[src/rtl/pc_select_unit.sv]
// Registered program-counter unit: N-way next-PC select with stall, a programmable trap
// vector, EPC/cause capture, trap return and a RUN/TRAP/HALT state machine.
module pc_select_unit #(
  parameter int unsigned XLEN        = 64,
  parameter int unsigned NSRC        = 4,
  parameter int unsigned INC         = 4,
  parameter logic [XLEN-1:0] RESET_PC = '0,
  parameter logic [XLEN-1:0] TVEC_RST = 64'h100,
  parameter bit          ALIGN_CHECK = 1'b1,
  localparam int unsigned SELW       = (NSRC > 1) ? $clog2(NSRC) : 1
) (
  input  logic                     clk,
  input  logic                     rst_n,
  input  logic                     pc_en,
  input  logic [SELW-1:0]          pc_sel,
  input  logic [(NSRC-1)*XLEN-1:0] src_addr,
  input  logic                     exc_valid,
  input  logic                     eret,
  input  logic                     tvec_we,
  input  logic [XLEN-1:0]          tvec_wdata,
  output logic [XLEN-1:0]          pc,
  output logic [XLEN-1:0]          epc,
  output logic [1:0]               cause,
  output logic                     in_trap,
  output logic                     halted,
  output logic                     sel_err
);

  localparam logic [XLEN-1:0] INC_V    = XLEN'(INC);
  localparam logic [XLEN-1:0] ALIGN_MK = XLEN'(3);

  typedef enum logic [1:0] {
    S_RUN,
    S_TRAP,
    S_HALT
  } state_e;

  typedef enum logic [1:0] {
    C_NONE   = 2'd0,
    C_EXT    = 2'd1,
    C_MISALN = 2'd2,
    C_DOUBLE = 2'd3
  } cause_e;

  state_e          state_q;
  logic [XLEN-1:0] pc_q, epc_q, tvec_q;
  cause_e          cause_q;
  logic            sel_err_q;

  logic [XLEN-1:0] seq_pc;
  logic [XLEN-1:0] target;
  logic            sel_oob;
  logic            misalign;

  always_comb begin
    seq_pc  = pc_q + INC_V;
    sel_oob = (32'(pc_sel) >= NSRC);
    target  = seq_pc;
    for (int unsigned k = 1; k < NSRC; k++) begin
      if (32'(pc_sel) == k) target = src_addr[(k-1)*XLEN +: XLEN];
    end
    misalign = ALIGN_CHECK && (pc_sel != '0) && !sel_oob && (target[1:0] != 2'b00);
  end

  // Decisions follow the fixed priority: exception, eret, bad select, misalignment, select.
  always_ff @(posedge clk or negedge rst_n) begin
    if (!rst_n) begin
      state_q   <= S_RUN;
      pc_q      <= RESET_PC;
      epc_q     <= '0;
      cause_q   <= C_NONE;
      tvec_q    <= TVEC_RST;
      sel_err_q <= 1'b0;
    end else begin
      sel_err_q <= 1'b0;
      if (tvec_we) tvec_q <= tvec_wdata & ~ALIGN_MK;
      if (pc_en) begin
        case (state_q)
          S_RUN: begin
            if (exc_valid) begin
              pc_q    <= tvec_q;
              epc_q   <= pc_q;
              cause_q <= C_EXT;
              state_q <= S_TRAP;
            end else if (eret) begin
              pc_q <= seq_pc;
            end else if (sel_oob) begin
              sel_err_q <= 1'b1;
            end else if (misalign) begin
              pc_q    <= tvec_q;
              epc_q   <= pc_q;
              cause_q <= C_MISALN;
              state_q <= S_TRAP;
            end else begin
              pc_q <= target;
            end
          end
          S_TRAP: begin
            if (exc_valid) begin
              cause_q <= C_DOUBLE;
              state_q <= S_HALT;
            end else if (eret) begin
              pc_q    <= epc_q;
              cause_q <= C_NONE;
              state_q <= S_RUN;
            end else if (sel_oob) begin
              sel_err_q <= 1'b1;
            end else if (misalign) begin
              cause_q <= C_DOUBLE;
              state_q <= S_HALT;
            end else begin
              pc_q <= target;
            end
          end
          S_HALT: ;
          default: state_q <= S_HALT;
        endcase
      end
    end
  end

  assign pc      = pc_q;
  assign epc     = epc_q;
  assign cause   = cause_q;
  assign in_trap = (state_q == S_TRAP);
  assign halted  = (state_q == S_HALT);
  assign sel_err = sel_err_q;

endmodule
[config.mk]
export PLATFORM = sky130hd
export DESIGN_NAME = pc_select_unit
export DESIGN_NICKNAME = d
export VERILOG_FILES = /design/src/rtl/pc_select_unit.sv
export SDC_FILE = /design/constraint.sdc
export NUM_CORES = 1
export LEC_CHECK = 0
export CAP_MARGIN = 15
export CORE_UTILIZATION = 44
export CTS_CLUSTER_DIAMETER = 100
export CTS_CLUSTER_SIZE = 16
export DETAILED_ROUTE_END_ITERATION = 16
export GPL_ROUTABILITY_DRIVEN = 1
export PLACE_DENSITY = 0.81
export SETUP_SLACK_MARGIN = 0.1
export SYNTH_ARGS = -nofsm -noshare
export SYNTH_HDL_FRONTEND = slang
export SYNTH_SLANG_ARGS = --single-unit
[constraint.sdc]
create_clock -name clk -period 2.5 [get_ports clk]
set_input_delay 0.5 -clock clk [delete_from_list [all_inputs] [get_ports clk]]
set_output_delay 0.5 -clock clk [all_outputs]
set_load 0.005 [all_outputs]
### Yosys cells after proc, flatten, opt, wreduce, memory -nomap -nowiden

Index checks and enable logic that the tools add are counted.

| storage, ports and cells | value |
|---|---|
| output and inout bits | 133 |
| register bits after elaboration | 194 |
| logic and storage cells | 54 |

| operators by class | value |
|---|---|
| eq/ne operators | 11 |
| add/subtract/negate cells | 1 |
| bitwise logic cells | 1 |
| reduce and logical (&&, ||, !) cells | 10 |
| multiplexer cells | 26 |

Operators by type and width:

| cell | count |
|---|---|
| two-way mux 64 bit | 12 |
| case mux 64 bit (2 select lines) | 1 |
| adder 64 x 3 -> 64 bit, second input constant | 1 |
| two-way mux 2 bit | 11 |
| AND reduction 5 bit | 2 |
| != test 3 bit, second input constant | 3 |
| AND reduction 4 bit | 2 |
| nonzero test 2 bit | 4 |
| == test 2 bit, second input constant | 3 |
| case mux 2 bit (3 select lines) | 1 |
| == test 2 x 1 -> 1 bit, second input constant | 2 |
| != test 2 bit, second input constant | 2 |
| != test 4 x 3 -> 1 bit, second input constant | 1 |
| case mux 2 bit (2 select lines) | 1 |
| zero test 2 bit | 1 |
| logical AND 1 bit | 1 |
| NOT 1 bit | 1 |

### Depth between registers and ports, before layout

| logic depth | value |
|---|---|
| word-level depth | 10 |
| mapped depth | 13 |
| depth with buffers taken out | 8 |

### Worst setup path before layout

No wires, ideal clock.

| path | value |
|---|---|
| kind | input to register |
| start | input port pc_sel[0] |
| end | register pc_q[18], in the netlist pc[18] |
| slack | -0.122 ns |
| stages | 8 |
| data arrival time | 2.496 ns |
| path through | buf_2 mux4_2 o21a_1 buf_6 a31oi_4 o21ai_2 buf_6 a221o_1 |

| between the ends | value |
|---|---|
| word-level cells in the longest chain between the ends | 10 |
| elaborated cells between the ends (all ways) | 18 |
| those cells by class | 4 x eq/ne; 10 x mux; 4 x reduce/logical |

RTL lines:

| item | RTL line | source |
|---|---|---|
| start: declaration | 15 | `input logic [SELW-1:0] pc_sel,` |
| == test 2 x 1 -> 1 bit | 60 | `if (32'(pc_sel) == k) target = src_addr[(k-1)*XLEN +: XLEN];` |
| two-way mux 64 bit (3 in a row) | 60 |  |
| nonzero test 2 bit | 62 | `misalign = ALIGN_CHECK && (pc_sel != '0) && !sel_oob && (target[1:0] != 2'b00);` |
| logical AND 1 bit | 62 |  |
| two-way mux 64 bit | 89 | `end else if (misalign) begin` |
| two-way mux 64 bit | 85 | `end else if (eret) begin` |
| two-way mux 64 bit | 80 | `if (exc_valid) begin` |
| case mux 64 bit (2 select lines) | 78 | `case (state_q)` |
| end signal: assignment | 81 | `pc_q <= tvec_q;` |
| end signal: assignment | 86 | `pc_q <= seq_pc;` |
| end signal: assignment | 90 | `pc_q <= tvec_q;` |
| end: declaration | 46 | `logic [XLEN-1:0] pc_q, epc_q, tvec_q;` |

Several ways; a longest one is shown, not always the timed one. The select of a mux whose other input is x is not followed.
A chain may end at the register's enable or synchronous reset.

### Worst setup path after layout

| path | value |
|---|---|
| start | register pc_q[32], in the netlist pc[32] |
| end | register pc_q[33], in the netlist pc[33] |

| between the ends | value |
|---|---|
| word-level cells in the longest chain between the ends | 8 |
| elaborated cells between the ends (all ways) | 11 |
| those cells by class | 1 x add/sub; 10 x mux |

RTL lines:

| item | RTL line | source |
|---|---|---|
| adder 64 x 3 -> 64 bit (*) | 56 | `seq_pc = pc_q + INC_V;` |
| two-way mux 64 bit (3 in a row) | 60 |  |
| two-way mux 64 bit, on equally long branches | 108, 89 |  |
| two-way mux 64 bit, on equally long branches | 102, 85 |  |
| two-way mux 64 bit, on equally long branches | 99, 80 |  |
| case mux 64 bit (2 select lines) (*) | 78 |  |

Every way passes the cells marked *; elsewhere a longest branch is shown, timed or not. The select of a mux whose other input is x is not followed.

==> results by group <==
Timing
  • Final hold vios: 0
  • Max frequency: 392 MHz
  • Setup violations, final: 6
  • Setup TNS: -0.0867 ns
  • Pins over their slew limit: 0
  • Relative slew margins: 59.1%
  • Crit share post-route: 102%
  • Worst setup margin: -0.0491 ns
  • RSZ-0062 raised after global routing: yes
  • Fin crit period: 2.55 ns
  • Skew final: 0.0106 ns
  • Worst-Margin Slew: 0.606 ns

Final layout
  • Finished Core Util: 73.3%
  • Final #Nets: 2443
  • Non-Filler Instances: 2581
  • Proportion of layout cells with a drive suffix above 1: 29.1%
  • Area Overhead vs Synth: 63.9%
  • Fillers: 2256

Synthesis
  • Mapped Cells: 1562
  • Mapped Nets: 1827
  • Sequential area share after synthesis: 36.6%
  • Asr flop ratio synth: 100%
  • YS warnings: 0
  • Netlist Area Pre-Place: 13300 µm²
  • FF+latch count, synth: 194
  • Main flop type after synthesis: dfrtp_1
  • Post-synth cell types: 87
  • Syn_area_per_cell: 8.49 µm²
  • EDFF count, synth: 0

Place
  • Routability-driven placement congestion ratio: 1.04
  • Inst Count DP: 2484
  • Detailed placement HPWL: 49400 µm
  • Worst slack at placement: -0.632 ns
  • Buffers on Ports: 393

Critical path
  • Setup crit start: pc[32]$_DFFE_PN0P_
  • Worst R2R Start: pc[32]$_DFFE_PN0P_
  • CP Capture Type: register
  • CP Launch Type: register
  • Crit Path Class: reg2reg
  • Critical-path maximum fanout: 2
  • Worst endpoint required time: 2.83 ns
  • Data arrival, critical path: 2.88 ns

Clocking
  • Clk Latency, worst-skew pair: 0.45 ns
  • Clock Path Buffers: 2
  • Worst-path clk slew: 0.08 ns
  • Num CTS Buffers: 17
  • CTS tree: yes
  • CTS Sinks: 194
  • CTS root buffer: clkbuf_16
  • H-tree lvl count: 4

Global route
  • First-pass GRT wire length: 98500 µm
  • Largest net degree at the start of global routing: 67
  • GRT Resource Usage Total: 43.0%
  • Initial antenna violation count: 2
  • Total gr overflow: 0
  • Vias in the first global route: 15800

Route
  • Antenna viol nets, final: 0
  • Routed WL per cell: 26.5 µm
  • Number of DRC markers in iteration 0: 2101
  • TritonRoute pass-1 iters: 7
  • Total length of routed wires: 68400 µm
  • Vias per cell: 6.37
  • Post-route DRC: 0
  • Vias: 16400

Power and ir drop
  • Overall power: 19000 µW
  • Power Dens Cells: 873 nW/µm²
  • LEAKAGE: 0.00916 µW
  • Worst vdd ir: 556 µV

Outcome
  • Violated checks: negative setup slack
  • Status: finished, violations left

Die
  • Die Y: 176 µm
  • Die area: 30800 µm²
  • Rows: 63
  • Io pins: 397
  • Chip Width: 176 µm
  • Core ar.: 29600 µm²
  • Starting density of the core: 44.7%

Job
  • Max-cap violations: 0

Min path
  • HP Start: epc[9]$_DFFE_PN0P_
  • HP Class: reg2reg
==> sequential cells by signal (all words and copies together) (netlist names) <==
name	flops
tvec_q	62
pc	64
epc	64
cause	2
state_q	2
==> per-layer routing <==
| metal | routed length [µm] | global-route usage [%] | vias to the layer above |
|---|---|---|---|
| met1 | 25500 | 55.2 | 7955 |
| met5 | 0 | 0 | - |
| met2 | 31100 | 67.5 | 1249 |
| met4 | 3960 | 24.5 | 0 |
| li1 | - | - | 6976 |
| met3 | 7790 | 8.64 | 254 |
==> where the power goes <==
part | leakage (µW) | switching [µW] | internal (µW)
logic | 0.00660 | 5010 | 5530
clock network | 0.000276 | 1420 | 1430
registers | 0.00229 | 1300 | 4280
total | 0.00916 | 7730 | 11200
==> placed cells by master (no fill, tap or decap), types with 15 or more instances in the layout <==
master	synthesis	final
a21oi_1	88	76
a22oi_1	21	19
a31oi_1	21	19
and3_1	24	21
buf_12	0	27
buf_4	3	256
buf_6	3	46
clkbuf_16	0	20
clkdlybuf4s50_1	0	380
dfrtp_1	193	189
inv_1	20	19
mux2_2	89	88
mux2i_1	32	31
mux4_2	15	15
nand2_1	291	277
nand3_1	41	34
nand4_1	26	26
nor2_1	114	106
nor3_1	26	16
o211ai_1	23	23
o21ai_0	106	84
o21ai_1	3	18
xnor2_1	35	29
==> synthesized netlist by cell type (all sizes together), types with 27 or more instances <==
library cell  count  area, µm²
nand2           291       1090
dfrtp           193       4830
nor2            115        434
o21ai           112        572
a21oi            89        457
mux2             89       1000
clkbuf           82        313
buf              50        260
nand3            42        215
xnor2            35        307
mux2i            32        320
nand4            27        175
nor3             27        140
==> stage by stage <==
| stage | hold WS [ns] | cell area [µm²] |
|---|---|---|
| floorplan | 0.204 | 13400 |
| global placement | 0.461 | 19400 |
| detailed placement | 0.462 | 19400 |
| CTS | 0.494 | 20700 |
| global route | 0.507 | 21700 |
| finish | 0.491 | 21700 |
==> timing repair <==
action	in CTS	in global routing
resized for setup	109	149
hold endpoints to repair	30	0
gates cloned	3	2
setup endpoints to repair	120	59
pin swaps	50	90
hold buffers	1	0
buffers inserted	26	34
==> cells by family after synthesis <==
group,after synthesis,share of synthesized area [%]
muxes,136,12.5
and+or+nand+nor,612,21.6
AOI/OAI and AO/OA,421,21.3
buffers and inverters,153,4.92
other,1,0.0283
adders and majority gates,1,0.0943
xor gates and xnor gates,44,2.91
DFF,194,36.6
==> worst paths after layout <==
kind | endpoint | slack [ns] | depth (start not counted)
setup / recovery | pc[33]$_DFFE_PN0P_ | -0.05 | 7
hold reg to reg | epc[9]$_DFFE_PN0P_ | 0.49 | 2
min in group asynchronous | epc[37]$_DFFE_PN0P_ | 0.55 | 2
max in group asynchronous | epc[12]$_DFFE_PN0P_ | 1.28 | 3
hold / removal | epc[9]$_DFFE_PN0P_ | 0.49 | 2
setup reg to reg | pc[33]$_DFFE_PN0P_ | -0.05 | 7
==> final cells by class <==
cell class / count / area [µm²] / area share (%)
multi-input cells: 1215 / 8670 / 39.9
clock inverters: 11 / 121 / 0.559
flip-flops and latches: 194 / 4860 / 22.4
inverters: 21 / 81.3 / 0.374
diodes: 1 / 2.50 / 0.0115
clock buffers: 20 / 447 / 2.06
repair buffers: 729 / 7060 / 32.5
well taps: 390 / 488 / 2.25
==> worst max-delay path, cell delays in order (launching register included) <==
cell	delay, ns
dfrtp_1	0.37
nand4_1	0.24
or4_4	0.61
or3_4	0.38
o41a_1	0.33
a211oi_2	0.27
a21oi_1	0.10
a2bb2oi_1	0.14
No activity file was read; power rests on OpenSTA's default activity.
